## src/rtl/cmos_pkg.sv

```systemverilog
// Shared types and default timing constants for the CMOS frame path.
// Used by the readout sequencer, pixel array and memory handler.
package cmos_pkg;

  typedef enum logic [2:0] {
    IDLE,
    ERASE,
    EXPOSE,
    CONVERT,
    READ,
    DONE
  } state_t;

  localparam int ERASE_CYCLES_DEF = 4;
  localparam int CONV_STEPS_DEF   = 256;
  localparam int NUM_READS_DEF    = 4;

  function automatic int max3(input int a, input int b, input int c);
    int m;
    m = (a > b) ? a : b;
    return (m > c) ? m : c;
  endfunction

endpackage

```

## src/rtl/cycle_counter.sv

```systemverilog
// Loadable down-counter; done_o is high while the count is zero.
// Ports: clk_i, clr_i (async clear), load_i/load_val_i, done_o.
module cycle_counter #(
  parameter int W = 8
) (
  input  logic         clk_i,
  input  logic         clr_i,
  input  logic         load_i,
  input  logic [W-1:0] load_val_i,
  output logic         done_o
);

  logic [W-1:0] cnt_q, cnt_d;

  always_comb begin
    cnt_d = cnt_q;
    if (load_i)
      cnt_d = load_val_i;
    else if (cnt_q != '0)
      cnt_d = cnt_q - 1'b1;
  end

  always_ff @(posedge clk_i or posedge clr_i) begin
    if (clr_i) cnt_q <= '0;
    else       cnt_q <= cnt_d;
  end

  assign done_o = (cnt_q == '0);

endmodule

```

## src/rtl/readout_sequencer.sv

```systemverilog
// Frame controller: erase, expose, ramp-convert, then throttled readout.
// Ports: start/exposure_time in, rd_ready in, phase strobes, adc_count,
// read, data_valid, busy, frame_done out.
module readout_sequencer
  import cmos_pkg::*;
#(
  parameter int ERASE_CYCLES = ERASE_CYCLES_DEF,
  parameter int EXP_W        = 8,
  parameter int CONV_STEPS   = CONV_STEPS_DEF,
  parameter int NUM_READS    = NUM_READS_DEF
) (
  input  logic                          clk,
  input  logic                          frame_reset,
  input  logic                          start,
  input  logic [EXP_W-1:0]              exposure_time,
  input  logic                          rd_ready,
  output logic                          erase,
  output logic                          expose,
  output logic                          convert,
  output logic [$clog2(CONV_STEPS)-1:0] adc_count,
  output logic                          read,
  output logic                          data_valid,
  output logic                          busy,
  output logic                          frame_done
);

  localparam int AW = $clog2(CONV_STEPS);
  localparam int RW = $clog2(NUM_READS + 1);
  localparam int CW = max3(EXP_W, AW, $clog2(ERASE_CYCLES + 1));

  state_t           state_q, state_d;
  logic [EXP_W-1:0] exp_q, exp_d;
  logic [AW-1:0]    adc_q, adc_d;
  logic [RW-1:0]    rd_cnt_q, rd_cnt_d;
  logic             dv_q;
  logic             cnt_load;
  logic [CW-1:0]    cnt_val;
  logic             cnt_done;

  // One counter times every fixed-length phase; each phase loads
  // length-1 on entry and exits on the cycle the count reaches zero.
  cycle_counter #(.W(CW)) u_cnt (
    .clk_i      (clk),
    .clr_i      (frame_reset),
    .load_i     (cnt_load),
    .load_val_i (cnt_val),
    .done_o     (cnt_done)
  );

  always_comb begin
    state_d  = state_q;
    exp_d    = exp_q;
    adc_d    = adc_q;
    rd_cnt_d = rd_cnt_q;
    cnt_load = 1'b0;
    cnt_val  = '0;
    unique case (state_q)
      IDLE: begin
        if (start) begin
          state_d  = ERASE;
          exp_d    = (exposure_time == '0)
                   ? EXP_W'(1) : exposure_time;
          cnt_load = 1'b1;
          cnt_val  = CW'(ERASE_CYCLES - 1);
        end
      end
      ERASE: begin
        if (cnt_done) begin
          state_d  = EXPOSE;
          cnt_load = 1'b1;
          cnt_val  = CW'(exp_q) - CW'(1);
        end
      end
      EXPOSE: begin
        if (cnt_done) begin
          state_d  = CONVERT;
          cnt_load = 1'b1;
          cnt_val  = CW'(CONV_STEPS - 1);
          adc_d    = '0;
        end
      end
      CONVERT: begin
        // Hold the last ramp code after the final step.
        if (cnt_done) state_d = READ;
        else          adc_d   = adc_q + 1'b1;
      end
      READ: begin
        if (rd_ready) begin
          if (rd_cnt_q == RW'(NUM_READS - 1)) begin
            rd_cnt_d = '0;
            state_d  = DONE;
          end else begin
            rd_cnt_d = rd_cnt_q + 1'b1;
          end
        end
      end
      DONE:    state_d = IDLE;
      default: state_d = IDLE;
    endcase
  end

  always_ff @(posedge clk or posedge frame_reset) begin
    if (frame_reset) begin
      state_q  <= IDLE;
      exp_q    <= '0;
      adc_q    <= '0;
      rd_cnt_q <= '0;
      dv_q     <= 1'b0;
    end else begin
      state_q  <= state_d;
      exp_q    <= exp_d;
      adc_q    <= adc_d;
      rd_cnt_q <= rd_cnt_d;
      dv_q     <= read;
    end
  end

  assign erase      = (state_q == ERASE);
  assign expose     = (state_q == EXPOSE);
  assign convert    = (state_q == CONVERT);
  assign read       = (state_q == READ) && rd_ready;
  assign busy       = (state_q != IDLE);
  assign frame_done = (state_q == DONE);
  assign adc_count  = adc_q;
  assign data_valid = dv_q;

endmodule

```

## config.mk

```make
export PLATFORM = sky130hd
export DESIGN_NAME = readout_sequencer
export DESIGN_NICKNAME = d
export VERILOG_FILES = /design/src/rtl/cmos_pkg.sv /design/src/rtl/cycle_counter.sv /design/src/rtl/readout_sequencer.sv
export SDC_FILE = /design/constraint.sdc
export NUM_CORES = 1
export LEC_CHECK = 0
export CAP_MARGIN = 0
export CELL_PAD_IN_SITES_DETAIL_PLACEMENT = 2
export CELL_PAD_IN_SITES_GLOBAL_PLACEMENT = 2
export CORE_ASPECT_RATIO = 1.25
export CORE_MARGIN = 2
export CORE_UTILIZATION = 35
export CTS_CLUSTER_DIAMETER = 30
export DETAILED_ROUTE_END_ITERATION = 10
export GPL_TIMING_DRIVEN = 0
export PLACE_DENSITY = 0.84
export SETUP_SLACK_MARGIN = 0.05
export SYNTH_ARGS = -nofsm -noshare
export SYNTH_HDL_FRONTEND = slang
export SYNTH_SLANG_ARGS = --single-unit
```

## constraint.sdc

```tcl
create_clock -name clk -period 5.45 [get_ports clk]
set_clock_uncertainty 0.1 [all_clocks]
set_input_delay 1.09 -clock clk [delete_from_list [all_inputs] [get_ports clk]]
set_output_delay 1.09 -clock clk [all_outputs]
set_load 0.05 [all_outputs]
```

==> metrics.md, run 1 <==
| Metric | Value |
|---|---|
| Share of cells above drive strength 1 | `5.70%` |
| Filler Cell Count | `523` |
| Clock Power Share | `15.3%` |
| Synthesized area per cell | `9.02 sq um` |
| Synth Warn # | `0` |
| 1st-pass router iterations | `4` |
| Mapped cell area | `0.00177 sq mm` |
| Initial antenna violation count | `0` |
| Synth top area cells | `dfrtp_1 44%, nand2_1 7.4%, ha_1 3.5%` |
| Total gr overflow | `0` |
| Slew Limit Fails | `0` |
| Unique masters post-synth | `44` |
| Vias per cell | `5.68` |
| Share of the synthesized area in the top cell type | `43.9%` |
| CP peak stage delay | `820 ps` |
| Setup-failing EPs final | `0` |
| Worst-path clk slew | `60 ps` |
| Worst hold path class | `reg -> reg` |
| Mapped Nets | `213` |
| WS Path Type | `in -> out` |
| First-pass GRT wire length | `8900 um` |
| Crit-path cells | `clkdlybuf4s50_1 -> nand2_1 -> inv_1 -> clkdlybuf4s50_1` |
| Sw Share | `45.7%` |
| Max-slew headroom | `18.2%` |
| Clk_lat worst skew | `280 ps` |
| Mapped Cells | `196` |
| Critical path required time | `4260 ps` |
| Cell mode on critical path | `clkdlybuf4s50_1` |
| Hold Buf Count CTS | `0` |
| Initial core utilization | `36.8%` |
| CP Launch Type | `input port` |
| Most used DFF post-synth | `dfrtp_1` |
| Root Driver | `clkbuf_8` |
| Final net count | `246` |
| I/O pins | `27` |
| Sw Pwr | `0.499 mW` |
| Initial drt markers | `19` |
| Synth area leader | `dfrtp_1` |
| Yosys reg bits | `31` |
| List of most frequent post-synthesis cells | `35 x nand2_1, 31 x dfrtp_1, 12 x o21ai_0` |
| CP max-delay cell | `clkdlybuf4s50_1` |
| Flop pwr share | `37.0%` |
| Final period util | `70.0%` |
| Most common cell in the netlist | `nand2_1` |
| Multi-input gate area | `915 sq um` |
| Max_cap viols | `0` |
| Die Span X | `67.6 um` |
| Drt total wl | `5390 um` |
| Leakage power | `0.931 nW` |
| Pwr per Cell Area | `502 mW/mm^2` |
| CTS tree | `yes` |
| Critical Path End Type | `output port` |
| Fmax | `262 MHz` |
| Die Footprint | `0.00564 sq mm` |
| Gpl congestion | `0.755` |
| Vias in the first global route | `1803` |
| Gates resized, CTS repair | `0` |
| N_diodes | `0` |
| Core Area | `0.00480 sq mm` |
| Largest net degree at the start of global routing | `32` |
| DRT antenna net count | `0` |
| Layout Utilization | `45.3%` |
| Worst vdd ir | `0.186 mV` |
| DR DRC count | `0` |
| Die Y | `83.5 um` |
| P_int | `0.594 mW` |
| Min Tclk post-route | `3820 ps` |
| Maximum clock path buffer count | `2` |
| Post-DP HPWL | `4050 um` |
| R2R setup slack | `3110 ps` |
| Share of flip-flops with an asynchronous set or reset | `100%` |
| TritonCTS Sinks | `31` |
| Combinational share of power | `47.7%` |
| Unrepaired setup endpoints after global routing | `no` |
| FP Rows | `28` |
| Num CTS Buffers | `5` |
| Via count | `1635` |
| Post-synthesis sequential area ratio | `43.9%` |
| Port Buffer Count | `26` |
| Synthesis-to-finish area growth | `23.1%` |
| Sequential cell area | `776 sq um` |
| CTS H-tree depth | `2` |
| Setup Fix Bufs, Post-CTS | `0` |
| Worst Tran Pin Value | `1230 ps` |
| CP arrival | `2630 ps` |
| Status | `complete, no violations` |
| Gr usage total | `21.1%` |
| Total negative setup slack | `0 ps` |
| Number of synthesized flops with an enable pin | `0` |
| Crit path max fanout | `5` |
| Final hold viol count | `0` |
| Avg WL per Cell | `18.7 um` |
-- kinds of logic (layout without fill, tap and decap cells) --
family	count (synthesis)	in the layout	share of synthesized area [%]
xor+xnor	10	10	4.95
compound gates	38	38	14.2
simple gates	90	90	26.7
buf+inv	18	50	4.39
mux	4	4	2.34
fa+ha+maj	5	5	3.54
flops	31	31	43.9
-- per-stage QoR --
stage	hold slack [ps]	power [mW]	instances	area [sq um]	setup slack, ps
final	380	1.09	288	2180	1630
after global routing	399	1.17	288	2180	1540
after CTS	387	1.11	288	2180	1630
after detailed placement	372	0.922	282	2100	1640
after global placement	356	0.880	282	2100	1670
after floorplan	343	0.750	196	1770	2730
-- cell type report --
| class | instances | area share (%) |
|---|---|---|
| clock buffers | 6 | 3.34 |
| repair buffers | 26 | 12.0 |
| multi-input cells | 147 | 42.0 |
| flip-flops and latches | 31 | 35.7 |
| well taps | 60 | 3.45 |
| plain buffers | 7 | 1.67 |
| inverters | 11 | 1.90 |
-- flip-flops by register name (all words and copies together), names as in the netlist --
register / cells
adc_count: 8
exp_q: 8
u_cnt.cnt_q: 8
rd_cnt_q: 3
state_q: 3
data_valid: 1
-- worst paths after layout --
check | start | endpoint | cells after the start
worst max-delay path | rd_ready | read | 4
worst min-delay path | rd_cnt_q[1] | rd_cnt_q[1] | 2
worst max register to register | state_q[2] | adc_count[0] | 5
worst min register to register | rd_cnt_q[1] | rd_cnt_q[1] | 2
max in group asynchronous | frame_reset | u_cnt.cnt_q[0] | 2
min in group asynchronous | frame_reset | state_q[0] | 2
-- cell usage in the layout, fill, tap and decap left out, types with 2 or more instances in the layout --
cell / netlist / layout
a21oi_1: 7 / 7
buf_2: 2 / 2
clkbuf_1: 4 / 5
clkbuf_8: 0 / 5
clkdlybuf4s50_1: 0 / 26
dfrtp_1: 31 / 31
ha_1: 5 / 5
inv_1: 11 / 11
mux2i_1: 3 / 3
nand2_1: 35 / 35
nand2b_1: 4 / 4
nand3_1: 7 / 7
nand4_1: 2 / 2
nor2_1: 11 / 11
nor2b_1: 2 / 2
nor3_1: 6 / 6
nor3b_1: 3 / 3
nor4_1: 4 / 4
o211ai_1: 2 / 2
o21ai_0: 12 / 12
o22ai_1: 2 / 2
o311ai_0: 2 / 2
o31ai_1: 3 / 3
o32ai_1: 2 / 2
or3_1: 4 / 4
or4_1: 4 / 4
xnor2_1: 3 / 3
xor2_1: 7 / 7
-- power groups by stage --
stage	Clock [mW]	Sequential, mW	Combinational (mW)
finish	0.167	0.404	0.521
global route	0.183	0.417	0.574
CTS	0.173	0.404	0.529
detailed placement	0	0.407	0.515
global placement	0	0.395	0.485
floorplan	0	0.430	0.320
-- worst max-delay path: cells and delay by family --
kind	cells	cell delay, ps
buffers and inverters	3	1430
AND/OR/NAND/NOR	1	100
-- layer usage --
| metal | vias up | global-route usage [%] | share of wire [%] |
|---|---|---|---|
| met5 | - | 0 | 0 |
| met4 | 0 | 7.05 | 1.6 |
| met3 | 9 | 4.59 | 2.5 |
| met2 | 32 | 38.7 | 59 |
| met1 | 829 | 22.8 | 37 |
| li1 | 765 | - | - |
Note: power is estimated with default switching activity, not from simulation.
==> inputs of run 2 (changes only) <==
--- a/config.mk
+++ b/config.mk
@@ -10,11 +10,11 @@
 export CELL_PAD_IN_SITES_GLOBAL_PLACEMENT = 2
 export CORE_ASPECT_RATIO = 1.25
 export CORE_MARGIN = 2
-export CORE_UTILIZATION = 35
+export CORE_UTILIZATION = 32
 export CTS_CLUSTER_DIAMETER = 30
 export DETAILED_ROUTE_END_ITERATION = 10
 export GPL_TIMING_DRIVEN = 0
-export PLACE_DENSITY = 0.84
+export PLACE_DENSITY = 0.78
 export SETUP_SLACK_MARGIN = 0.05
 export SYNTH_ARGS = -nofsm -noshare
 export SYNTH_HDL_FRONTEND = slang
==> constraint.sdc (replaced) <==
create_clock -name clk -period 3.6 [get_ports clk]
set_clock_uncertainty 0.1 [all_clocks]
set_input_delay 0.72 -clock clk [delete_from_list [all_inputs] [get_ports clk]]
set_output_delay 0.72 -clock clk [all_outputs]
set_load 0.05 [all_outputs]
==> metrics.md, run 2 (synthesized netlist as in run 1, its figures left out) <==
| Metric | Value |
|---|---|
| Status | `complete, no violations` |
| Hold EP | `adc_count[7]` |
| Most frequent cells in the layout | `35 x nand2_1, 31 x dfrtp_1, 26 x clkdlybuf4s50_1` |
| Total power | `1.68 mW (+54%)` |
| WL met1 | `1960 um (-2.2%)` |
| WS Path Type | `reg -> out` |
| Hold Buf Count CTS | `0 (unchanged)` |
| Crit path max fanout | `10 (+5)` |
| Die Y | `87.1 um (+4.4%)` |
| Num CTS Buffers | `5 (unchanged)` |
| Die Span X | `70.5 um (+4.3%)` |
| CTS tree | `yes` |
| Most common cell after layout, fill and taps aside | `nand2_1` |
| First-pass GRT wire length | `8540 um (-4.0%)` |
| Die Footprint | `0.00614 sq mm (+8.9%)` |
| 1st-pass router iterations | `4 (unchanged)` |
| Synthesis-to-finish area growth | `24.9%` |
| Final hold viol count | `0 (unchanged)` |
| Placed cell area | `0.00211 sq mm (+0.24%)` |
| Vias per cell | `5.49 (-3.2%)` |
| DR DRC count | `0 (unchanged)` |
| Final period util | `93.4%` |
| Worst Tran Pin Value | `698 ps (-527 ps)` |
| CP Launch Point | `state_q[2]` |
| Drt total wl | `4990 um (-7.5%)` |
| Gpl congestion | `0.735 (-2.7%)` |
| Worst hold path class | `reg -> reg` |
| Fin area | `0.00221 sq mm (+1.5%)` |
| Largest net degree at the start of global routing | `32 (unchanged)` |
| TritonCTS Sinks | `31 (unchanged)` |
| Worst vdd ir | `0.263 mV (+41%)` |
| Initial drt markers | `38 (+19)` |
| N_diodes | `0 (unchanged)` |
| Pre-CTS setup slack | `512 ps (-1130 ps)` |
| Leakage power | `0.944 nW (+1.4%)` |
| Critical Path End Type | `output port` |
| Initial core utilization | `32.9% (-3.9 points)` |
| Setup-failing EPs final | `0 (unchanged)` |
| Initial antenna violation count | `0 (unchanged)` |
| Pwr per Cell Area | `761 mW/mm^2 (+52%)` |
| Avg WL per Cell | `17.0 um (-9.4%)` |
| Fmax | `298 MHz` |
| Min-Delay Startpoint | `adc_count[7]` |
| Gr usage total | `18.0% (-3.1 points)` |
| Root Driver | `clkbuf_8` |
| CTS H-tree depth | `2 (unchanged)` |
| Met3 wire len | `148 um (+10%)` |
| CP arrival | `2540 ps (-90 ps)` |
| Worst-path clk slew | `70 ps (about the same)` |
| Via count | `1615 (-1.2%)` |
| Clk_lat worst skew | `280 ps (about the same)` |
| CP Launch Type | `flip-flop` |
| Gates resized, CTS repair | `0 (unchanged)` |
| Share of cells above drive strength 1 | `6.96% (+1.3 points)` |
| I/O pins | `27 (unchanged)` |
| Setup Fix Bufs, Post-CTS | `0 (unchanged)` |
| Port Buffer Count | `26 (unchanged)` |
| R2R setup slack | `1330 ps (-1780 ps)` |
| Reg2reg path depth | `5 (unchanged)` |
| DR top layer | `met4` |
| Critical path required time | `2780 ps (-1480 ps)` |
| Post-Layout Cell Count | `294 (+2.1%)` |
| Max-slew headroom | `53.4% (+35 points)` |
| Core Area | `0.00537 sq mm (+12%)` |
| DRT antenna net count | `0 (unchanged)` |
| Layout Utilization | `41.1% (-4.2 points)` |
| Total gr overflow | `0 (unchanged)` |
| Maximum clock path buffer count | `2 (unchanged)` |
| FP Rows | `30 (+7.1%)` |
| Crit Reg-Reg Startpoint | `state_q[2]` |
| Setup ws final | `239 ps (-1400 ps)` |
| Max_cap viols | `0 (unchanged)` |
| Slew Limit Fails | `0 (unchanged)` |
| Total negative setup slack | `0 ps (unchanged)` |
| Vias in the first global route | `1748 (-3.1%)` |
| Min Tclk post-route | `3360 ps` |
| Unrepaired setup endpoints after global routing | `no` |
| Met2 Routed Length | `2780 um (-12%)` |
| Hold path depth | `1 (-1)` |
| Hold_ws | `390 ps (+10.4 ps)` |
| Worst r2r dst | `adc_count[0]` |
| Post-DP HPWL | `3730 um (-7.8%)` |
| Final net count | `246 (unchanged)` |
| DP Cell Count | `286 (+1.4%)` |
==> run 2: changes by cell type in the layout (fill, tap and decap cells not counted) <==
cell      change
inv_1         -1
clkbuf_8      +2
inv_2         +1
==> run 2: report_power, final <==
group / switching, mW / internal [mW]
clock network: 0.132 / 0.174
registers: 0.140 / 0.468
logic: 0.467 / 0.300
==> run 2: worst max-delay path by stage <==
stage / to / slack, ps / cells after the start
detailed placement: read / 510 / 4
floorplan: erase / 1260 / 2
finish: expose / 240 / 4
global route: expose / 130 / 4
CTS: expose / 210 / 4
global placement: read / 540 / 4
==> run 2: worst max-delay path: stages (launching register included) <==
cell and delay [ps]:
dfrtp_1 360, clkbuf_1 220, or3b_2 620, inv_1 220, clkdlybuf4s50_1 840
==> run 2: per-layer routing <==
layer,global-route usage (%),up-vias
met3,4.05,10
met4,6.64,0
met5,0,-
met2,34.1,30
met1,19.2,811
li1,-,764
==> run 2: layout make-up <==
class	count	area, sq um
well taps	64	80.1
clock buffers	8	100
flip-flops and latches	31	776
fillers	611	3160
repair buffers	26	260
inverters	11	41.3
multi-input cells	147	915
plain buffers	7	36.3
==> inputs of run 3 (changes only) <==
--- a/config.mk
+++ b/config.mk
@@ -16,6 +16,7 @@
 export GPL_TIMING_DRIVEN = 0
 export PLACE_DENSITY = 0.78
 export SETUP_SLACK_MARGIN = 0.05
+export SLEW_MARGIN = 10
 export SYNTH_ARGS = -nofsm -noshare
 export SYNTH_HDL_FRONTEND = slang
 export SYNTH_SLANG_ARGS = --single-unit
==> metrics.md, run 3 (synthesized netlist as in run 1, its figures left out) <==
| Metric | Value |
|---|---|
| Status | `complete, no violations` |
| I/O pins | `27 (unchanged)` |
| Fmax | `298 MHz (+0.21%)` |
| Slew Limit Fails | `0 (unchanged)` |
| Max-slew headroom | `52.0% (-1.4 points)` |
| Setup ws final | `246 ps (+7.06 ps)` |
| Most common cell after layout, fill and taps aside | `nand2_1` |
| DP Cell Count | `286 (unchanged)` |
| Worst-path clk slew | `70 ps (about the same)` |
| Setup-failing EPs final | `0 (unchanged)` |
| Drt total wl | `5010 um (+0.46%)` |
| P_int | `0.943 mW (about the same)` |
| Min-Delay Startpoint | `adc_count[7]` |
| Critical Path End Type | `output port` |
| CP max-delay cell | `clkdlybuf4s50_1` |
| Flop pwr share | `36.2% (about the same)` |
| Pre-CTS setup slack | `511 ps (-1.28 ps)` |
| Reg2reg path depth | `5 (unchanged)` |
| CP arrival | `2530 ps (about the same)` |
| Critical path required time | `2780 ps (about the same)` |
| Share of cells above drive strength 1 | `6.96% (unchanged)` |
| Root Driver | `clkbuf_8` |
| Die Span X | `70.5 um (unchanged)` |
| Pwr per Cell Area | `762 mW/mm^2 (about the same)` |
| N_diodes | `0 (unchanged)` |
| Gates resized, CTS repair | `0 (unchanged)` |
| Worst hold path class | `reg -> reg` |
| Layout Utilization | `41.1% (unchanged)` |
| Vias per cell | `5.50 (about the same)` |
| Filler Cell Count | `608 (-0.49%)` |
| TritonCTS Sinks | `31 (unchanged)` |
| Clock Power Share | `18.2% (about the same)` |
| Min Tclk post-route | `3350 ps (-7.06 ps)` |
| Total negative setup slack | `0 ps (unchanged)` |
| Initial drt markers | `40 (+5.3%)` |
| Max_cap viols | `0 (unchanged)` |
| Hold Buf Count CTS | `0 (unchanged)` |
| Crit-path cells | `clkbuf_1 -> or3b_2 -> inv_1 -> clkdlybuf4s50_1` |
| DRT antenna net count | `0 (unchanged)` |
| Sw Pwr | `0.739 mW (about the same)` |
| Final hold viol count | `0 (unchanged)` |
| Hold_ws | `389 ps (-1.24 ps)` |
| Multi-input gate area | `915 sq um (unchanged)` |
| Synthesis-to-finish area growth | `24.9% (unchanged)` |
| DR DRC count | `0 (unchanged)` |
| Unrepaired setup endpoints after global routing | `no` |
| CTS tree | `yes` |
| Initial core utilization | `32.9% (unchanged)` |
| Vias in the first global route | `1740 (-0.46%)` |
| Combinational share of power | `45.6% (about the same)` |
| CTS H-tree depth | `2 (unchanged)` |
| Total gr overflow | `0 (unchanged)` |
| Setup Fix Bufs, Post-CTS | `0 (unchanged)` |
| Crit Reg-Reg Startpoint | `state_q[2]` |
| R2R setup slack | `1320 ps (about the same)` |
| Port Buffer Count | `26 (unchanged)` |
| Clk_lat worst skew | `280 ps (about the same)` |
| Crit path max fanout | `10 (unchanged)` |
| Final period util | `93.2% (-0.20 points)` |
| FP Rows | `30 (unchanged)` |
| Num CTS Buffers | `5 (unchanged)` |
| Worst r2r dst | `adc_count[0]` |
| Die Y | `87.1 um (unchanged)` |
| First-pass GRT wire length | `8520 um (-0.25%)` |
| Sw Share | `43.9% (about the same)` |
| Gr usage total | `18.0% (unchanged)` |
| Hold path depth | `1 (unchanged)` |
| Hold EP | `adc_count[7]` |
| Initial antenna violation count | `0 (unchanged)` |
| Post-DP HPWL | `3730 um (about the same)` |
| WS Path Type | `reg -> out` |
| Sequential cell area | `776 sq um (unchanged)` |
| Final net count | `246 (unchanged)` |
| Most frequent cells in the layout | `35 x nand2_1, 31 x dfrtp_1, 26 x clkdlybuf4s50_1` |
| Largest net degree at the start of global routing | `32 (unchanged)` |
| Avg WL per Cell | `17.0 um (+0.46%)` |
| Core Area | `0.00537 sq mm (unchanged)` |
| Worst vdd ir | `0.262 mV (-0.11%)` |
| Via count | `1616 (+0.062%)` |
| Leakage power | `0.944 nW (unchanged)` |
| Gpl congestion | `0.735 (unchanged)` |
| CP peak stage delay | `840 ps (about the same)` |
| Maximum clock path buffer count | `2 (unchanged)` |
| Post-Layout Cell Count | `294 (unchanged)` |
| Worst Tran Pin Value | `719 ps (+20.7 ps)` |
| Die Footprint | `0.00614 sq mm (unchanged)` |
| CP Launch Type | `flip-flop` |
| 1st-pass router iterations | `4 (unchanged)` |
==> run 3: cell counts in the layout (fill, tap and decap cells not counted) <==
Identical to the previous run, type by type.
==> run 3: layout make-up <==
type | instances | area share [%]
timing repair buffer | 26 | 11.8
multi-input combinational | 147 | 41.4
inverter | 11 | 1.87
sequential | 31 | 35.1
tap | 64 | 3.63
buffer | 7 | 1.64
clock buffer | 8 | 4.53
==> run 3: worst max path at each step <==
| stage | start | end | slack (ps) | depth (start not counted) |
|---|---|---|---|---|
| 2_1_floorplan | state_q[0] | erase | 1260 | 2 |
| 6_report | state_q[2] | expose | 250 | 4 |
| 3_3_place_gp | rd_ready | read | 540 | 4 |
| 5_1_grt | state_q[2] | expose | 140 | 4 |
| 3_5_place_dp | rd_ready | read | 510 | 4 |
| 4_1_cts | state_q[2] | expose | 210 | 4 |
==> run 3: routing by layer <==
layer / vias up / GRT usage (%) / wire (um)
li1: 763 / - / -
met1: 811 / 19.1 / 1990
met2: 30 / 34.2 / 2770
met3: 12 / 3.70 / 128
met4: 0 / 7.17 / 123
met5: - / 0 / 0
==> run 3: power groups by stage <==
stage | Sequential [mW] | Clock [mW] | Combinational, mW
4_1_cts | 0.611 | 0.321 | 0.777
3_5_place_dp | 0.617 | 0 | 0.767
2_1_floorplan | 0.651 | 0 | 0.485
5_1_grt | 0.632 | 0.337 | 0.852
3_3_place_gp | 0.604 | 0 | 0.744
6_report | 0.608 | 0.307 | 0.767
==> run 3: metrics by stage <==
| stage | power (mW) | cell area [sq um] |
|---|---|---|
| 2_1_floorplan | 1.14 | 1770 |
| 3_3_place_gp | 1.35 | 2110 |
| 3_5_place_dp | 1.38 | 2110 |
| 4_1_cts | 1.71 | 2210 |
| 5_1_grt | 1.82 | 2210 |
| 6_report | 1.68 | 2210 |
==> run 3: worst max-delay path: cells and delay by family, from the launching register on <==
family / cells / cell delay (ps)
buffers and inverters: 3 / 1270
and+or+nand+nor: 1 / 620
DFF: 1 / 360
